[src/rtl/fp_pkg.sv]
// fp_pkg: shared state/class encodings, flag indices, binary32 defaults and helpers
//   state_t  : FSM states IDLE/MUL/NORM/DONE
//   cls_t    : operand classes zero/denorm/inf/NaN/normal
//   F_*      : bit positions inside the 4-bit flags word {invalid, overflow, underflow, inexact}
//   classify : class of an operand from its exponent/fraction summary bits
//   qnan     : canonical quiet NaN pattern for any EW/MW, right-aligned in 64 bits
package fp_pkg;
    typedef enum logic [1:0] {S_IDLE, S_MUL, S_NORM, S_DONE} state_t;
    typedef enum logic [2:0] {C_ZERO, C_DENORM, C_INF, C_NAN, C_NORM} cls_t;
    localparam int F_INV = 3;
    localparam int F_OVF = 2;
    localparam int F_UNF = 1;
    localparam int F_NX = 0;
    localparam int EW_DEF = 8;
    localparam int MW_DEF = 23;
    localparam int SW = MW_DEF + 1;
    localparam int BIAS = 2 ** (EW_DEF - 1) - 1;
    localparam int EXP_MAX = 2 ** EW_DEF - 1;
    function automatic cls_t classify(input logic exp_ones, input logic exp_zero, input logic frac_zero);
        return exp_ones ? (frac_zero ? C_INF : C_NAN) : exp_zero ? (frac_zero ? C_ZERO : C_DENORM) : C_NORM;
    endfunction
    function automatic logic [63:0] qnan(input int ew, input int mw);
        return (((64'd1 << ew) - 64'd1) << mw) | (64'd1 << (mw - 1));
    endfunction
endpackage

[src/rtl/fp_mul_iter_if.sv]
// fp_mul_iter_if: operand/result handshake bundle of the iterative FP multiplier
//   in_valid/in_ready/a/b       : operand side (master drives in_valid, a, b)
//   out_valid/out_ready/result/flags : result side (master drives out_ready)
//   master : operand-fetch / writeback view; slave : multiplier view
interface fp_mul_iter_if #(parameter int EW = 8, parameter int MW = 23);
    logic in_valid;
    logic in_ready;
    logic [EW+MW:0] a;
    logic [EW+MW:0] b;
    logic out_valid;
    logic out_ready;
    logic [EW+MW:0] result;
    logic [3:0] flags;
    modport master (output in_valid, a, b, out_ready, input in_ready, out_valid, result, flags);
    modport slave (input in_valid, a, b, out_ready, output in_ready, out_valid, result, flags);
endinterface

[src/rtl/fp_sig_mul_iter.sv]
// fp_sig_mul_iter: iterative shift-add significand multiplier, BPC multiplier bits per cycle
//   clk, reset : clock and synchronous active-high reset
//   start      : load a/b and begin; ignored fields are reloaded on every start
//   a, b       : SW-bit unsigned significands
//   busy       : iteration in progress
//   done       : high during the last iteration cycle; product is final after that edge
//   product    : 2*SW-bit result
module fp_sig_mul_iter #(
    parameter int SW = 24,
    parameter int BPC = 1
) (
    input logic clk,
    input logic reset,
    input logic start,
    input logic [SW-1:0] a,
    input logic [SW-1:0] b,
    output logic busy,
    output logic done,
    output logic [2*SW-1:0] product
);
    localparam int N = SW / BPC;
    localparam int CW = $clog2(N + 1);
    if (SW % BPC != 0) begin : g_bad_bpc
        $error("BPC must divide SW");
    end
    logic [2*SW-1:0] mcand;
    logic [SW-1:0] mplier;
    logic [CW-1:0] cnt;
    logic [2*SW-1:0] partial;
    // Partial product for the BPC low multiplier bits retired this cycle
    always_comb begin
        partial = '0;
        for (int i = 0; i < BPC; i++)
            partial = partial + ({2*SW{mplier[i]}} & (mcand << i));
    end
    assign done = busy && cnt == CW'(N - 1);
    always_ff @(posedge clk) begin
        if (reset) begin
            busy <= 1'b0;
            cnt <= '0;
            mcand <= '0;
            mplier <= '0;
            product <= '0;
        end else if (start) begin
            busy <= 1'b1;
            cnt <= '0;
            mcand <= {{SW{1'b0}}, a};
            mplier <= b;
            product <= '0;
        end else if (busy) begin
            product <= product + partial;
            mcand <= mcand << BPC;
            mplier <= mplier >> BPC;
            cnt <= cnt + 1'b1;
            busy <= !done;
        end
    end
endmodule

[src/rtl/fp_mul_iter.sv]
// fp_mul_iter: IEEE-754 multiplier, RNE, DAZ/FTZ, canonical qNaN, iterative significand product
//   clk, reset : clock and synchronous active-high reset (aborts any op in flight)
//   bus.slave  : in_valid/in_ready/a/b operand handshake; out_valid/out_ready/result/flags result handshake
//   flags      : {invalid, overflow, underflow, inexact}, valid with out_valid
module fp_mul_iter
    import fp_pkg::*;
#(
    parameter int EW = 8,
    parameter int MW = 23,
    parameter int BPC = 1
) (
    input logic clk,
    input logic reset,
    fp_mul_iter_if.slave bus
);
    localparam int W_SIG = MW + 1;
    localparam int PW = 2 * W_SIG;
    localparam int XW = EW + 2;
    localparam int E_BIAS = 2 ** (EW - 1) - 1;
    localparam int E_MAX = 2 ** EW - 1;
    localparam logic [63:0] QNAN64 = qnan(EW, MW);
    localparam logic [EW+MW:0] QNAN = QNAN64[EW+MW:0];
    state_t state, nstate;
    cls_t ca, cb, ca_r, cb_r;
    logic s_r;
    logic [EW-1:0] ea_r, eb_r;
    logic [EW+MW:0] res_r, res_n;
    logic [3:0] flg_r, flg_n;
    logic accept, mul_busy, mul_done;
    logic [PW-1:0] prod, ps;
    logic [XW-1:0] e0, e1, e2;
    logic [MW-1:0] frac, fr;
    logic hi, guard, sticky, rnd, carry, ovf, unf;
    logic nan_in, za, zb, ia, ib, zi, special;
    assign accept = state == S_IDLE && bus.in_valid;
    assign ca = classify(&bus.a[EW+MW-1:MW], ~|bus.a[EW+MW-1:MW], ~|bus.a[MW-1:0]);
    assign cb = classify(&bus.b[EW+MW-1:MW], ~|bus.b[EW+MW-1:MW], ~|bus.b[MW-1:0]);
    // Hidden bit only for normals; specials are resolved in NORM so their product is don't-care
    fp_sig_mul_iter #(.SW(W_SIG), .BPC(BPC)) u_sig (
        .clk(clk),
        .reset(reset),
        .start(accept),
        .a({ca == C_NORM, bus.a[MW-1:0]}),
        .b({cb == C_NORM, bus.b[MW-1:0]}),
        .busy(mul_busy),
        .done(mul_done),
        .product(prod)
    );
    always_comb begin
        nstate = state;
        nstate = state == S_IDLE ? (bus.in_valid ? S_MUL : S_IDLE)
               : state == S_MUL ? (mul_done || !mul_busy ? S_NORM : S_MUL)
               : state == S_NORM ? S_DONE
               : (bus.out_ready ? S_IDLE : S_DONE);
        bus.in_ready = state == S_IDLE;
        bus.out_valid = state == S_DONE;
        bus.result = res_r;
        bus.flags = flg_r;
    end
    // Normalise and round; exponent carried as EW+2 bits so its sign bit flags underflow
    always_comb begin
        hi = prod[PW-1];
        ps = hi ? prod : prod << 1;
        frac = ps[PW-2 -: MW];
        guard = ps[PW-2-MW];
        sticky = |ps[PW-3-MW:0];
        rnd = guard && (sticky || frac[0]);
        e0 = {2'b00, ea_r} + {2'b00, eb_r} - XW'(E_BIAS);
        e1 = e0 + {{(XW-1){1'b0}}, hi};
        {carry, fr} = {1'b0, frac} + {{MW{1'b0}}, rnd};
        e2 = e1 + {{(XW-1){1'b0}}, carry};
        ovf = !e2[XW-1] && e2 >= XW'(E_MAX);
        unf = e2[XW-1] || e2 == '0;
        nan_in = ca_r == C_NAN || cb_r == C_NAN;
        za = ca_r == C_ZERO || ca_r == C_DENORM;
        zb = cb_r == C_ZERO || cb_r == C_DENORM;
        ia = ca_r == C_INF;
        ib = cb_r == C_INF;
        zi = (za && ib) || (ia && zb);
        special = nan_in || ia || ib || za || zb;
        res_n = nan_in || zi ? QNAN
              : ia || ib || (!special && ovf) ? {s_r, {EW{1'b1}}, {MW{1'b0}}}
              : za || zb || unf ? {s_r, {(EW+MW){1'b0}}}
              : {s_r, e2[EW-1:0], fr};
        flg_n = '0;
        flg_n[F_INV] = zi && !nan_in;
        flg_n[F_OVF] = !special && ovf;
        flg_n[F_UNF] = !special && !ovf && unf;
        flg_n[F_NX] = !special && (ovf || unf || guard || sticky);
    end
    always_ff @(posedge clk) begin
        if (reset) begin
            state <= S_IDLE;
            ca_r <= C_ZERO;
            cb_r <= C_ZERO;
            s_r <= 1'b0;
            ea_r <= '0;
            eb_r <= '0;
            res_r <= '0;
            flg_r <= '0;
        end else begin
            state <= nstate;
            if (accept) begin
                ca_r <= ca;
                cb_r <= cb;
                s_r <= bus.a[EW+MW] ^ bus.b[EW+MW];
                ea_r <= bus.a[EW+MW-1:MW];
                eb_r <= bus.b[EW+MW-1:MW];
            end
            if (state == S_NORM) begin
                res_r <= res_n;
                flg_r <= flg_n;
            end
        end
    end
endmodule
[src/flat_wrapper.sv]
// flat-port wrapper written by rule: the top's interface ports become plain ports
module fp_mul_iter_flat import fp_pkg::*;
#(
    parameter int EW = 8,
    parameter int MW = 23,
    parameter int BPC = 1
)
  (clk, reset, bus_in_valid, bus_a, bus_b, bus_out_ready, bus_in_ready, bus_out_valid, bus_result, bus_flags);
  fp_mul_iter_if #(.EW(EW), .MW(MW)) bus_i ();
  input logic clk;
  input logic reset;
  input wire logic [$bits(bus_i.in_valid)-1:0] bus_in_valid;
  input wire logic [$bits(bus_i.a)-1:0] bus_a;
  input wire logic [$bits(bus_i.b)-1:0] bus_b;
  input wire logic [$bits(bus_i.out_ready)-1:0] bus_out_ready;
  output wire logic [$bits(bus_i.in_ready)-1:0] bus_in_ready;
  output wire logic [$bits(bus_i.out_valid)-1:0] bus_out_valid;
  output wire logic [$bits(bus_i.result)-1:0] bus_result;
  output wire logic [$bits(bus_i.flags)-1:0] bus_flags;
  assign bus_i.in_valid = bus_in_valid;
  assign bus_i.a = bus_a;
  assign bus_i.b = bus_b;
  assign bus_i.out_ready = bus_out_ready;
  assign bus_in_ready = bus_i.in_ready;
  assign bus_out_valid = bus_i.out_valid;
  assign bus_result = bus_i.result;
  assign bus_flags = bus_i.flags;
  fp_mul_iter #(.EW(EW), .MW(MW), .BPC(BPC)) u_core (.clk(clk), .reset(reset), .bus(bus_i));
endmodule
[config.mk]
export PLATFORM = sky130hd
export DESIGN_NAME = fp_mul_iter_flat
export DESIGN_NICKNAME = d
export VERILOG_FILES = /design/src/rtl/fp_pkg.sv /design/src/rtl/fp_mul_iter_if.sv /design/src/rtl/fp_sig_mul_iter.sv /design/src/rtl/fp_mul_iter.sv /design/src/flat_wrapper.sv
export SDC_FILE = /design/constraint.sdc
export NUM_CORES = 1
export LEC_CHECK = 0
export CAP_MARGIN = 40
export CORE_MARGIN = 1
export CORE_UTILIZATION = 53
export DETAILED_ROUTE_END_ITERATION = 10
export MAX_ROUTING_LAYER = met4
export PLACE_DENSITY = 0.77
export REMOVE_ABC_BUFFERS = 1
export SYNTH_ARGS = -nofsm -noshare
export SYNTH_HDL_FRONTEND = slang
export SYNTH_SLANG_ARGS = --single-unit
[constraint.sdc]
create_clock -name clk -period 4.45 [get_ports clk]
set_input_delay 0.6675 -clock clk [delete_from_list [all_inputs] [get_ports clk]]
set_output_delay 0.6675 -clock clk [all_outputs]
set_load 0.05 [all_outputs]
==> summary.md <==
| Metric | Value |
|---|---|
| Pre-CTS WS | `0.0285 ns` |
| Die area | `23200 um^2` |
| Fin. Hold Viols | `0` |
| Vias per cell | `6.04` |
| WL/cell | `17.0 um` |
| Setup CP Type | `flop to flop` |
| Comb pwr share | `20.4%` |
| First-pass GRT wire length | `51.0 mm` |
| R2R depth | `17` |
| Core Util, Final | `64.3%` |
| Internal power | `2.92 mW` |
| First drt pass iteration count | `10` |
| Largest net degree at the start of global routing | `61` |
| Flop pwr share | `43.0%` |
| Clock root buffer | `clkbuf_16` |
| Final period utilization | `94.2%` |
| Status | `complete, but fails checks` |
| Post-route setup slack | `0.258 ns` |
| Nets | `1694` |
| Pwr Total | `4.41 mW` |
| Total wire length | `31.6 mm` |
| Synthesized flop and latch total | `187` |
| Starting Density | `54.4%` |
| Crit path max-delay family | `simple AND/OR/NAND/NOR gates` |
| Final Skew | `0.0145 ns` |
| DIE WIDTH | `152 um` |
| Seq/Total Area, Yosys | `31.3%` |
| Non-Filler Instances | `1854` |
| Number of port buffers | `105` |
| Congestion Overflow GR | `0` |
| Post-Syn Area | `12000 um^2` |
| Cell area after layout | `14100 um^2` |
| Residual DRC count | `5` |
| DRT iter0 DRCs | `859` |
| Mean Syn Cell Area | `8.09 um^2` |
| Number of synthesized flops with an enable pin | `0` |
| Fin crit period | `4.19 ns` |
| Failing checks | `DRC` |
| GPL Wtd Cong | `0.917` |
| Reg clk slew, reported paths | `0.08 ns` |
| Setup tns final | `0 ns` |
| Area grow syn2layout | `18.1%` |
| VDD IR max | `0.000303 V` |
| Site Rows | `54` |
| Share of layout cells above drive strength 1 | `7.88%` |
| Sink Count | `187` |
| Hold buffer count at CTS | `0` |
| Most common cell after layout, fill and taps aside | `dfxtp_1` |
| Vias in the first global route | `10200` |
| Final HPWL DP | `22.9 mm` |
| RSZ-0062 raised after global routing | `true` |
| Crit path DAT | `4.55 ns` |
| Crit path capture type | `flop` |
| Gr usage total | `27.5%` |
| Hold slack final | `0.447 ns` |
| Sw Pwr | `1.49 mW` |
| Final setup fails | `0` |
| Clk_lat worst skew | `0.45 ns` |
| Most frequent cells in the layout | `dfxtp_1, nor2_1, nand2_1, mux2i_1, clkdlybuf4s50_1` |
| Maxcap violations | `0` |
| WP buf/inv | `2` |
| Ys flop type | `dfxtp_1` |
| Synth Instances | `1478` |
| Initial antenna violation count | `0` |
| Core ar. | `22000 um^2` |
| ANT nets after route | `0` |
| PD cells | `313 nW/um^2` |
| Critical path's slowest cell | `fa_2` |
| Syn. warnings | `0` |
| Inst Count DP | `1822` |
| CP required | `4.81 ns` |
| # diodes | `0` |
| Leak Pwr | `5.49 nW` |
| Die H | `152 um` |
| Clock power share | `36.5%` |
| Worst Hold Depth | `2` |
| Fraction of registers with async set/reset | `0%` |
| Vias | `11200` |
| H-tree levels | `4` |
| Worst reg2reg setup slack | `0.26 ns` |
| Max Freq | `239 MHz` |
| Clock Path Buffers | `2` |
| Hold Path Class | `flop to flop` |
| Slew headroom | `43.7%` |
| Postcts setup bufs | `0` |
| Critical path peak fanout | `8` |
| Post-DP Area | `13400 um^2` |
| Synth unique cells | `71` |
| Crit start category | `flop` |
| Critical Path Max Stage Delay | `0.44 ns` |
| Switching Fraction | `33.7%` |
| CTS tree | `yes` |
| Worst-Margin Slew | `0.844 ns` |
| Boundary Pins | `106` |
| Slew Limit Fails | `0` |
| CTS Buf Count | `17` |
| CP cell instances | `mux2_2 > or3b_4 > nor3_4 > and2_4 > nand4_1 > ha_1 > inv_1 > ha_1 > inv_1 > fa_2 > nand2b_1 > nor3_1 > o211ai_1 > a211o_2 > a21oi_4 > a31oi_4 > a211oi_1` |
| Cell depth of the worst setup path | `17` |
## synthesized netlist by cell type (all sizes together) (5+ instances only)
cell type,count,area (um^2)
nand2,137,517
a211o,5,45.0
a21oi,106,546
nor4,18,113
a221oi,5,43.8
a31oi,10,62.6
nand3,40,200
ha,62,776
mux2,6,67.6
a311oi,6,52.6
buf,21,92.6
nand2b,12,75.1
inv,29,109
or3,10,67.6
and3,7,43.8
xnor2,37,332
a211oi,72,541
nor2b,13,81.3
a21o,35,263
o21ai,43,215
o41ai,25,219
and2,54,338
nor2,184,691
o211ai,6,45.0
o22ai,5,31.3
o21a,8,60.1
mux2i,113,1130
a311o,8,80.1
nor3,21,110
xor2,19,166
nand4,28,175
nand3b,9,67.6
dfxtp,187,3740
clkbuf,75,282
o21bai,5,37.5
## final cells by class
cell class / count / area (um^2)
Fill cell: 1841 / 7850
Clock inverter: 15 / 199
Inverter: 29 / 109
Sequential cell: 187 / 3750
Timing Repair Buffer: 160 / 1480
Tap cell: 280 / 350
Multi-Input combinational cell: 1166 / 7800
Clock buffer: 17 / 425
## tightest hold or removal path: stages (launching register included)
cell,delay [ns]
dfxtp_1,0.33
nand2_1,0.05
o41ai_1,0.05
## kinds of logic after synthesis
kind of cell / count (synthesis) / share of synthesized area (%)
and+or+nand+nor: 556 / 22.3
muxes: 119 / 10.0
xor gates and xnor gates: 56 / 4.17
buffers and inverters: 125 / 4.04
DFF: 187 / 31.3
AOI/OAI and AO/OA: 370 / 21.1
adders and majority gates: 65 / 6.99
## registers in the layout (all words and copies together), names as in the netlist
signal and count:
u_core.bus.result 32, u_core.u_sig.mplier 24, u_core.bus.flags 4, u_core.u_sig.busy 1, u_core.ca_r 3, u_core.ea_r 8, u_core.state 2, u_core.u_sig.mcand 48
u_core.u_sig.cnt 5, u_core.cb_r 3, u_core.u_sig.product 48, u_core.eb_r 8, u_core.s_r 1
## timing repair
| item | 4_1_cts | 5_1_grt |
|---|---|---|
| endpoints found under the hold margin | 0 | 0 |
| endpoints found under the setup margin | 3 | 33 |
| resized for setup | 1 | 14 |
| pin swaps | 0 | 1 |
## layer usage
| metal | vias to the layer above | GRT usage (%) | wire (um) |
|---|---|---|---|
| met5 | - | - | 0 |
| met4 | 0 | 6.41 | 389 |
| met3 | 34 | 3.27 | 1590 |
| met2 | 370 | 43.2 | 14300 |
| met1 | 5232 | 37.7 | 15200 |
| li1 | 5564 | - | - |
## final timing paths
kind                                         startpoint                                 end
hold reg to reg       u_core.bus.result[2]$_SDFFE_PP0P_   u_core.bus.result[2]$_SDFFE_PP0P_
hold / removal        u_core.bus.result[2]$_SDFFE_PP0P_   u_core.bus.result[2]$_SDFFE_PP0P_
setup reg to reg  u_core.u_sig.product[47]$_SDFFE_PP0P_  u_core.bus.result[29]$_SDFFE_PP0P_
setup / recovery  u_core.u_sig.product[47]$_SDFFE_PP0P_  u_core.bus.result[29]$_SDFFE_PP0P_
## power groups by stage
stage / clock network, mW / logic (mW) / registers, mW
finish: 1.61 / 0.901 / 1.90
global route: 1.70 / 0.975 / 1.91
CTS: 1.62 / 0.883 / 1.90
detailed placement: 0 / 0.875 / 1.93
global placement: 0 / 0.861 / 1.93
floorplan: 0 / 0.554 / 1.96
Note: power is estimated with default switching activity, not from simulation.
